**src/rtl/spraid_fifo_pkg.sv**
```systemverilog
// spraid_fifo_pkg: shared sizing helpers and default geometry for the spraid
// datapath buffers (SPI front-end to RAID striping).
package spraid_fifo_pkg;

    localparam int SPRAID_WIDTH = 32;
    localparam int SPRAID_DEPTH = 8;

    // Pointer width for a DEPTH-entry buffer; a 1-entry buffer still needs one bit.
    function automatic int ptr_w(input int depth);
        return (depth > 1) ? $clog2(depth) : 1;
    endfunction

    // Occupancy counter width: one extra bit so the value DEPTH fits.
    function automatic int lvl_w(input int depth);
        return $clog2(depth) + 1;
    endfunction

endpackage

```
**src/rtl/fifo_ram.sv**
```systemverilog
// fifo_ram: WIDTH x DEPTH simple dual-port array, synchronous write and
// asynchronous read. The contents are not reset.
module fifo_ram
    import spraid_fifo_pkg::*;
#(
    parameter int WIDTH = SPRAID_WIDTH,
    parameter int DEPTH = SPRAID_DEPTH,
    parameter int AW    = ptr_w(DEPTH)
) (
    input  logic             clk,
    input  logic             we,
    input  logic [AW-1:0]    waddr,
    input  logic [WIDTH-1:0] wdata,
    input  logic [AW-1:0]    raddr,
    output logic [WIDTH-1:0] rdata
);

    logic [DEPTH-1:0][WIDTH-1:0] mem;

    // Write port: store the word on the edge that accepts the push.
    always_ff @(posedge clk) begin
        if (we) mem[waddr] <= wdata;
    end

    assign rdata = mem[raddr];

endmodule

```
**src/rtl/sync_fifo_flags.sv**
```systemverilog
// sync_fifo_flags: single-clock FIFO with a true occupancy count, programmable
// almost-full/almost-empty thresholds and sticky overflow/underflow flags.
// Define SYNC_FIFO_FWFT_EN for first-word-fall-through reads; when it is left
// undefined, reads are registered and have one cycle of latency.
module sync_fifo_flags
    import spraid_fifo_pkg::*;
#(
    parameter int WIDTH         = SPRAID_WIDTH,
    parameter int DEPTH         = SPRAID_DEPTH,
    parameter int AFULL_THRESH  = DEPTH - 2,
    parameter int AEMPTY_THRESH = 2
) (
    input  logic                     clk,
    input  logic                     reset,
    input  logic                     wr_en,
    input  logic [WIDTH-1:0]         din,
    input  logic                     rd_en,
    output logic [WIDTH-1:0]         dout,
    output logic                     dout_valid,
    output logic                     full,
    output logic                     empty,
    output logic                     almost_full,
    output logic                     almost_empty,
    output logic [$clog2(DEPTH):0]   level,
    output logic                     overflow,
    output logic                     underflow,
    input  logic                     clr_err
);

    localparam int PW = ptr_w(DEPTH);
    localparam int LW = lvl_w(DEPTH);

    logic [PW-1:0]    wr_ptr, rd_ptr;
    logic [WIDTH-1:0] ram_rdata;
    logic             wr_ok, rd_ok;

    // A pop frees a slot in the same cycle, so a push at full still goes
    // through when it is paired with a pop.
    assign rd_ok = rd_en && !empty;
    assign wr_ok = wr_en && (!full || rd_ok);

    // Every flag is decoded from the registered level and adds no latency.
    assign full         = (level == LW'(DEPTH));
    assign empty        = (level == '0);
    assign almost_full  = (level >= LW'(AFULL_THRESH));
    assign almost_empty = (level <= LW'(AEMPTY_THRESH));

    fifo_ram #(
        .WIDTH (WIDTH),
        .DEPTH (DEPTH),
        .AW    (PW)
    ) u_ram (
        .clk   (clk),
        .we    (wr_ok),
        .waddr (wr_ptr),
        .wdata (din),
        .raddr (rd_ptr),
        .rdata (ram_rdata)
    );

    // Pointer and occupancy update. The pointers wrap DEPTH-1 -> 0 naturally.
    always_ff @(posedge clk or posedge reset) begin
        if (reset) begin
            wr_ptr <= '0;
            rd_ptr <= '0;
            level  <= '0;
        end else begin
            if (wr_ok) wr_ptr <= wr_ptr + PW'(1);
            if (rd_ok) rd_ptr <= rd_ptr + PW'(1);
            case ({wr_ok, rd_ok})
                2'b10:   level <= level + LW'(1);
                2'b01:   level <= level - LW'(1);
                default: level <= level;
            endcase
        end
    end

    // Sticky error flags. A new error outranks clr_err in the same cycle.
    always_ff @(posedge clk or posedge reset) begin
        if (reset) begin
            overflow  <= 1'b0;
            underflow <= 1'b0;
        end else begin
            if (clr_err) begin
                overflow  <= 1'b0;
                underflow <= 1'b0;
            end
            if (wr_en && !wr_ok) overflow  <= 1'b1;
            if (rd_en && !rd_ok) underflow <= 1'b1;
        end
    end

`ifdef SYNC_FIFO_FWFT_EN
    // The head word is always presented, and rd_en acknowledges it.
    assign dout       = ram_rdata;
    assign dout_valid = !empty;
`else
    // Registered read: the popped word appears one cycle later, with a
    // one-cycle valid pulse. dout holds its value between pops.
    always_ff @(posedge clk or posedge reset) begin
        if (reset) begin
            dout       <= '0;
            dout_valid <= 1'b0;
        end else begin
            dout_valid <= rd_ok;
            if (rd_ok) dout <= ram_rdata;
        end
    end
`endif

endmodule

```
**config.mk**
```make
export PLATFORM = sky130hd
export DESIGN_NAME = sync_fifo_flags
export DESIGN_NICKNAME = d
export VERILOG_FILES = /design/src/rtl/spraid_fifo_pkg.sv /design/src/rtl/fifo_ram.sv /design/src/rtl/sync_fifo_flags.sv
export SDC_FILE = /design/constraint.sdc
export NUM_CORES = 1
export LEC_CHECK = 0
export ABC_AREA = 1
export CORE_ASPECT_RATIO = 0.7
export CORE_MARGIN = 2
export CORE_UTILIZATION = 56
export CTS_BUF_LIST = sky130_fd_sc_hd__clkbuf_4
export DETAILED_ROUTE_END_ITERATION = 10
export PLACE_DENSITY = 0.76
export SYNTH_ARGS = -nofsm -noshare
export SYNTH_HDL_FRONTEND = slang
export SYNTH_HIERARCHICAL = 1
export SYNTH_SLANG_ARGS = --single-unit
```
**constraint.sdc**
```tcl
create_clock -name clk -period 2.5 [get_ports clk]
set_input_delay 0.5 -clock clk [delete_from_list [all_inputs] [get_ports clk]]
set_output_delay 0.5 -clock clk [all_outputs]
set_load 0.01 [all_outputs]
```
==> results of run 1 <==
-- final timing paths --
check / cells past startpoint / slack, ps / to
max in group asynchronous: 3 / 1860 / dout[3]
min: 2 / 80 / dout[8]
min in group clk: 2 / 440 / overflow
max reg2reg: 8 / 450 / u_ram/mem[225]
max: 5 / 200 / full
min reg2reg: 2 / 480 / dout[11]
-- sequential cells by signal, indices dropped and copies added (netlist names) --
register	cells
dout	32
dout_valid	1
level	4
overflow	1
rd_ptr	3
u_ram/mem	256
underflow	1
wr_ptr	3
-- cell type report --
type | instances | share of cell area
multi-input cells | 705 | 0.195
inverters | 280 | 0.0679
clock buffers | 105 | 0.0506
well taps | 312 | 0.0251
flip-flops and latches | 301 | 0.566
diodes | 1 | 0.000161
repair buffers | 124 | 0.0838
clock inverters | 26 | 0.0114
-- cell usage in the layout, fill, tap and decap left out, types with 2 or more instances in the layout --
master and instances:
dlygate4sd2_1 2, nor2_4 10, o21ai_0 3, nand2_4 2
buf_12 14, dlymetal6s2s_1 2, clkbuf_4 105, clkdlybuf4s50_1 75
clkinv_2 2, xnor2_1 5, nand3_1 135, clkinv_1 19
dfrtp_2 5, dfrtp_1 39, inv_1 273, nand2_2 11
bufinv_16 3, ha_1 4, edfxtp_1 256, buf_4 31
inv_2 8, nand2_1 529
-- per-layer routing --
metal | share of wire | global-route usage | wire, µm | up-vias
met5 | 0 | 0 | 0 | -
met4 | 0.014 | 0.0805 | 410 | 0
met3 | 0.095 | 0.0525 | 2810 | 40
met2 | 0.44 | 0.356 | 12900 | 398
met1 | 0.46 | 0.362 | 13500 | 4327
li1 | - | - | - | 4482
-- power by group through the flow --
stage	sequential, mW	combinational (mW)	clock, mW
2_1_floorplan	7.01	4.03	0
5_1_grt	6.93	7.21	4.51
3_5_place_dp	6.95	6.37	0
4_1_cts	6.85	6.48	4.28
3_3_place_gp	6.93	6.21	0
6_report	6.85	6.53	4.19
-- cells by family after synthesis --
family / after synthesis / share of synthesized area
compound gates: 4 / 0.00161
xor+xnor: 5 / 0.00331
buf+inv: 335 / 0.109
fa+ha+maj: 5 / 0.00530
flops: 301 / 0.667
simple gates: 691 / 0.214
-- repair_timing --
item | in CTS | in global routing
pin swaps | 2 | 0
gates resized for setup | 8 | 4
setup endpoints to repair | 4 | 2
endpoints found under the hold margin | 0 | 0
hold buffers | 0 | 0
setup buffers | 5 | 2
-- per-stage QoR --
step	power, mW	TNS (ps)
final	17.6	0
after global placement	13.1	0
after detailed placement	13.3	-99.5
after global routing	18.7	0
after CTS	17.6	0
after floorplan	11.0	-54320
==> flow_metrics.tcl, run 1 <==
set metrics [dict create \
    synth_most_common_cell "nand2_1" \
    path_cells "nor2_4 -> buf_4 -> nand3_2 -> inv_1 -> dlygate4sd2_1" \
    num-fill-cells 1781 \
    start_util 0.577 \
    cts-buffers-inserted 73 \
    r2r_start "level[0]" \
    slowest_stage "dfrtp_2" \
    drc 0 \
    final_layout_size_suffix_gt1_frac 0.127 \
    clkSlewWorstSetupHoldPaths_ps 70 \
    dpl_cell_area_um2 14500 \
    p_clk_frac 0.238 \
    slew_violations 0 \
    tightest_slew_ps 841 \
    whs_ps 78.2 \
    crit_family "buffers and inverters" \
    drt_iter0_drc 917 \
    synth_nets 1383 \
    powerDensity_nw_per_um2 1130 \
    grt_pass1_wl_um 46900 \
    worstSetupPathType "reg -> out" \
    min_path_type "in -> async" \
    finalHoldViolCount 0 \
    place.gp.congestion 0.860 \
    worst_setup_path_start_kind "register" \
    grt_use_total 0.243 \
    wl_per_cell_um 15.9 \
    worstPathArrival_ps 1800 \
    final.setup_skew_ps 39.1 \
    ant_nets 0 \
    synthFlopType "edfxtp_1" \
    layout.nets 1527 \
    vias_per_cell 4.99 \
    max-slew-margin-rel 0.439 \
    synth_commonest_cells "529 x nand2_1, 276 x inv_1, 256 x edfxtp_1" \
    htreeDepth 3 \
    swShare 0.371 \
    critical_path.endpoint_type "output pin" \
    fin_crit_sh 0.921 \
    yosys.area.top_type_share 0.582 \
    fmax_ghz 0.434 \
    hpwl_um 18200 \
    port_buffers 79 \
    die_w_um 188 \
    cts_tree "built" \
    combinationalPowerShare 0.372 \
    clockBufferDepth 3 \
    syn-cell-area_um2 13200 \
    setup_ws_ps 196 \
    dp_cells 1715 \
    clkLatencyLatePin_ps 680 \
    multi_input_area_um2 3040 \
    grt_pass1_vias 8936 \
    slowest_delay_ps 450 \
    stdcell_count 1854 \
    cell_internal_pwr_mw 11.1 \
    num_rows 46 \
    synth_warnings 6 \
    avgSynthCellArea_um2 9.86 \
    first_pass_iters 6 \
    p_sw_mw 6.51 \
    syn2layout_area_growth_pct 17.9 \
    startpoint "level[0]" \
    antenna_found_initial 1 \
    maxCapViolCount 0 \
    cts_root_buffer "clkbuf_4" \
    yosys_register_bits 301 \
    die_y_um 133 \
    num_vias 9247 \
    ys_seq_area_frac 0.667 \
    synth_area_leaders "edfxtp_1 58%, nand2_1 15%, dfrtp_1 8.5%" \
    coreArea_um2 22900 \
    synth-edff-count 256 \
    path_buf_inv 3 \
    synth_cell_type_count 25 \
    grt-ovfl-total 0 \
    final_core_util 0.680 \
    p_leak_nw 7.36 \
    seqCellArea_um2 8820 \
    io_pins 80 \
    status "finished, final reports clean" \
    synthArstFlopShare 0.150 \
    seqPwrFrac 0.390 \
    yosys.area.top_type "edfxtp_1" \
    setup_viol 0 \
    period_needed_ps 2300 \
    die-area_um2 24900 \
    pre_cts_ws_ps -5.43 \
    rsz0062_at_grt "no" \
    syn-instance-count 1341 \
    peakVddDrop_v 0.000966 \
    clock_sinks 301 \
    worst-path-max-fanout 4 \
    grt_start_max_net_pins 131 \
    critPathRequiredTime_ps 2000 \
    final_cell_area_um2 15600 \
    drt_wl_total_um 29600 \
]
Note: power is estimated with default switching activity, not from simulation.
==> run 2: changes to the inputs <==
Settings changed: CORE_MARGIN 2 to 8, CTS_CLUSTER_SIZE set to 40.
==> run 2 against run 1 <==
Net effect:
- maximum frequency decreased by 2.5%
- setup slack got worse by 59 ps
- critical path depth decreased by 2
- via count decreased by 0.51%
- clock-buffer cell count increased by 5
- first-iteration DRC count decreased by 23%
- highest routed layer unchanged
- sequential share of layout area unchanged
- sequential cell count unchanged
- register-to-register slack improved by 40 ps
- largest power group unchanged
- total power decreased by 0.44%
- clock power decreased by 2%
- design area unchanged
==> flow_metrics.tcl, run 2 (same netlist as run 1, synthesis figures left out) <==
set metrics [dict create \
    status "finished, final reports clean" \
    antenna_found_initial 0 \
    die_y_um 145 \
    grt_pass1_vias 9166 \
    p_sw_mw 6.41 \
    tightest_slew_ps 801 \
    clkSlewWorstSetupHoldPaths_ps 70 \
    fin_crit_sh 0.945 \
    pre_cts_ws_ps 54.4 \
    finalHoldViolCount 0 \
    ant_nets 0 \
    worst_setup_path_start_kind "register" \
    worstSetupPathType "reg -> out" \
    cell_internal_pwr_mw 11.1 \
    rsz0062_at_grt "no" \
    layout_commonest_cell "nand2_1" \
    slowest_stage "clkdlybuf4s50_1" \
    die-area_um2 28900 \
    p_leak_nw 7.34 \
    slew_violations 0 \
    min_path_type "in -> async" \
    cts_root_buffer "clkbuf_4" \
    critical_path.endpoint_type "output pin" \
    swShare 0.366 \
    diodes 0 \
    final.setup_skew_ps 49.3 \
    total_power_mw 17.5 \
    seqPwrFrac 0.391 \
    dpl_cell_area_um2 14600 \
    num_vias 9200 \
    vias_per_cell 4.97 \
    regMostFlops "u_ram/mem" \
    stdcell_count 1852 \
    drt_wl_total_um 29400 \
    clockBufferDepth 3 \
    layout.nets 1522 \
    grt_start_max_net_pins 131 \
    drc 0 \
    critPathRequiredTime_ps 2000 \
    die_w_um 200 \
    dp_cells 1718 \
    peakVddDrop_v 0.000599 \
    worstPathArrival_ps 1860 \
    coreArea_um2 23400 \
    maxCapViolCount 0 \
    setup_viol 0 \
    clock_sinks 301 \
    grt-ovfl-total 0 \
    drt_iter0_drc 703 \
    fmax_ghz 0.423 \
    grt_pass1_wl_um 47300 \
    final_cell_area_um2 15600 \
    cts_tree "built" \
    crit_family "buffers and inverters" \
    path_buf_inv 3 \
    wl_per_cell_um 15.9 \
    final_core_util 0.666 \
    max-slew-margin-rel 0.466 \
    start_util 0.565 \
    slowest_delay_ps 470 \
    setup_ws_ps 138 \
    powerDensity_nw_per_um2 1120 \
    place.gp.congestion 0.827 \
    first_pass_iters 5 \
    period_needed_ps 2360 \
    final_layout_size_suffix_gt1_frac 0.127 \
    syn2layout_area_growth_pct 17.9 \
    port_buffers 79 \
    postCtsHoldBufs 0 \
    whs_ps 338 \
    combinationalPowerShare 0.374 \
    num_rows 47 \
    fin_setup_tns_ps 0 \
    largest_reg_flops 256 \
    hpwl_um 17500 \
    clkLatencyLatePin_ps 670 \
    grt_use_total 0.211 \
    htreeDepth 3 \
    cpMostUsedCell "buf_4" \
    final_cell_mix "529 x nand2_1, 273 x inv_1, 256 x edfxtp_1" \
    io_pins 80 \
    top_regs "u_ram/mem (256), dout (32), level (4)" \
    cts-buffers-inserted 72 \
    path_cells "buf_4 -> buf_4 -> clkdlybuf4s50_1" \
    p_clk_frac 0.235 \
    num-fill-cells 1812 \
    worst-path-max-fanout 3 \
]
==> run 2: timing repair <==
action                     4_1_cts  5_1_grt
pin swaps                        0        1
gates resized for setup         10        1
setup buffers                    4        2
setup endpoints to repair        4        1
==> run 2: per-layer routing <==
layer / up-vias / wire [µm] / track usage
met5: - / 0 / 0
met2: 331 / 13700 / 0.333
li1: 4456 / - / -
met1: 4365 / 13100 / 0.293
met4: 0 / 459 / 0.0703
met3: 48 / 2080 / 0.0407
==> run 2: worst paths after layout <==
kind | cells after the start | end | slack (ps) | from
setup / recovery | 3 | level[0] | 140 | level[0]
hold / removal | 3 | overflow | 340 | reset
setup reg to reg | 8 | u_ram/mem[243] | 490 | level[2]
hold reg to reg | 2 | dout[9] | 480 | dout[9]
max in group asynchronous | 3 | rd_ptr[1] | 1620 | reset
min in group clk | 2 | overflow | 430 | clr_err
==> run 2: area by class of cell <==
class                   count  area, µm²  area share
flip-flops and latches    301       8820       0.566
multi-input cells         705       3030       0.194
repair buffers            120       1320      0.0849
inverters                 280       1060      0.0679
clock buffers             110        826      0.0530
well taps                 318        398      0.0255
clock inverters            18        124     0.00795
==> run 2: power groups by stage <==
stage / clock [mW] / combinational, mW / sequential, mW
finish: 4.11 / 6.54 / 6.83
global route: 4.43 / 7.30 / 6.92
CTS: 4.23 / 6.54 / 6.83
detailed placement: 0 / 6.44 / 6.93
global placement: 0 / 6.29 / 6.92
floorplan: 0 / 4.03 / 7.01
==> run 2: worst register-to-register path, delay by kind of cell, from the launching register on <==
family                 cells  cell delay, ps
DFF                        1             400
and+or+nand+nor            4             660
buffers and inverters      4             580
==> run 3: changes to the inputs <==
Settings changed: CORE_UTILIZATION 56 to 62, GPL_ROUTABILITY_DRIVEN set to 0, PLACE_DENSITY 0.76 to 0.8.
Clock period 2.5 ns to 2.7 ns, I/O delays scaled along.
==> run 3 against run 2 <==
Net effect:
- utilization grew 7.7 points
- first-iteration DRC count grew 86%
- non-clock buffer count shrank 14
- clock skew shrank 18 ps
- wire length grew 9.1%
- highest routed layer unchanged
==> flow_metrics.tcl, run 3 (same netlist as run 1, synthesis figures left out) <==
set metrics [dict create \
    status "finished, final reports clean" \
    top_regs "u_ram/mem (256), dout (32), level (4)" \
    min_path_type "in -> async" \
    wl_per_cell_um 17.8 \
    clock_sinks 301 \
    final_cell_mix "529 x nand2_1, 275 x inv_1, 256 x edfxtp_1" \
    regMostFlops "u_ram/mem" \
    worst-path-max-fanout 5 \
    layout.nets 1506 \
    tightest_slew_ps 792 \
    r2r_start "level[2]" \
    total_power_mw 16.3 \
    p_leak_nw 7.26 \
    grt_start_max_net_pins 114 \
    num_rows 44 \
    worst_setup_path_start_kind "register" \
    start_util 0.635 \
    worstPathArrival_ps 2040 \
    ant_nets 0 \
    vias_per_cell 5.24 \
    num-fill-cells 1381 \
    syn2layout_area_growth_pct 16.9 \
    fin_crit_sh 0.957 \
    first_pass_iters 5 \
    cts-buffers-inserted 70 \
    peakVddDrop_v 0.000844 \
    final_layout_size_suffix_gt1_frac 0.114 \
    drt_wl_total_um 32000 \
    postCtsHoldBufs 0 \
    grt-ovfl-total 0 \
    powerDensity_nw_per_um2 1060 \
    fmax_ghz 0.387 \
    hpwl_um 20500 \
    coreArea_um2 20800 \
    num_vias 9421 \
    final_core_util 0.743 \
    grt_pass1_wl_um 49200 \
    worstSetupPathType "reg -> out" \
    die_y_um 138 \
    io_pins 80 \
    met1_length_um 13300 \
    setup_viol 0 \
    clkSlewWorstSetupHoldPaths_ps 70 \
    critical_path.endpoint_type "output pin" \
    maxCapViolCount 0 \
    finalHoldViolCount 0 \
    cts_resized 0 \
    dr.max_layer_used "met4" \
    postCtsSetupBuffers 0 \
    grt_use_total 0.243 \
    period_needed_ps 2580 \
    dr_wl_met3_um 5090 \
    diodes 0 \
    cts_tree "built" \
    grt_pass1_vias 8995 \
    antenna_found_initial 0 \
    met2WireLength_um 13100 \
    port_buffers 79 \
    htreeDepth 3 \
    clockBufferDepth 3 \
    rsz0062_at_grt "no" \
    startpoint "level[0]" \
    max-slew-margin-rel 0.472 \
    whs_ps 212 \
    fin_setup_tns_ps 0 \
    drc 0 \
    largest_reg_flops 256 \
    critPathRequiredTime_ps 2160 \
    die_w_um 191 \
    final.setup_skew_ps 31.7 \
    layout_commonest_cell "nand2_1" \
    slew_violations 0 \
    cts_root_buffer "clkbuf_4" \
    drt_iter0_drc 1307 \
    die-area_um2 26300 \
    clkLatencyLatePin_ps 690 \
]
run 3: cell types whose count changed in the layout (fill, tap and decap cells not counted), sizes merged:
cell,delta
buf,-14
inv,-2
clkdlybuf4s50,+4
clkinv,+4
dlygate4sd2,-3
clkinvlp,-1
dlymetal6s2s,-1
run 3: worst paths after layout:
kind / cells past startpoint / slack (ps) / endpoint
setup / recovery: 4 / 120 / full
hold / removal: 2 / 210 / dout[6]
setup reg to reg: 7 / 760 / u_ram/mem[157]
hold reg to reg: 2 / 480 / dout[9]
max in group asynchronous: 3 / 1940 / level[0]
min in group clk: 2 / 480 / dout[9]
run 3: final cells by class:
| class | count | area [µm²] | share of cell area |
|---|---|---|---|
| clock buffer | 110 | 826 | 0.0534 |
| clock inverter | 19 | 125 | 0.00810 |
| inverter | 280 | 1060 | 0.0684 |
| multi-input combinational | 705 | 3030 | 0.196 |
| sequential | 301 | 8820 | 0.571 |
| tap | 276 | 345 | 0.0223 |
| timing repair buffer | 106 | 1260 | 0.0813 |
run 3: critical path, stage by stage (launching register included):
cell and delay, ps:
dfrtp_2 450, nor2_4 170, nand3_1 120, inv_1 100, clkdlybuf4s50_1 540
run 3: metrics by stage:
step           std cells  worst slack [ps]  area, µm²
6_report            1797               117      15500
5_1_grt             1797              17.0      15500
4_1_cts             1797              38.5      15500
3_5_place_dp        1668               149      14500
3_3_place_gp        1668               194      14500
2_1_floorplan       1341             -83.5      13200
run 3: power by group:
group	switching (mW)	internal [mW]	total [mW]
Combinational	4.01	2.12	6.12
Sequential	0.427	5.97	6.39
Clock	1.78	2.05	3.83
Total	6.21	10.1	16.3
run 3: layer usage:
metal	vias up	track usage
met5	-	0
met4	0	0.0713
met3	54	0.0837
met2	597	0.331
met1	4339	0.362
li1	4431	-
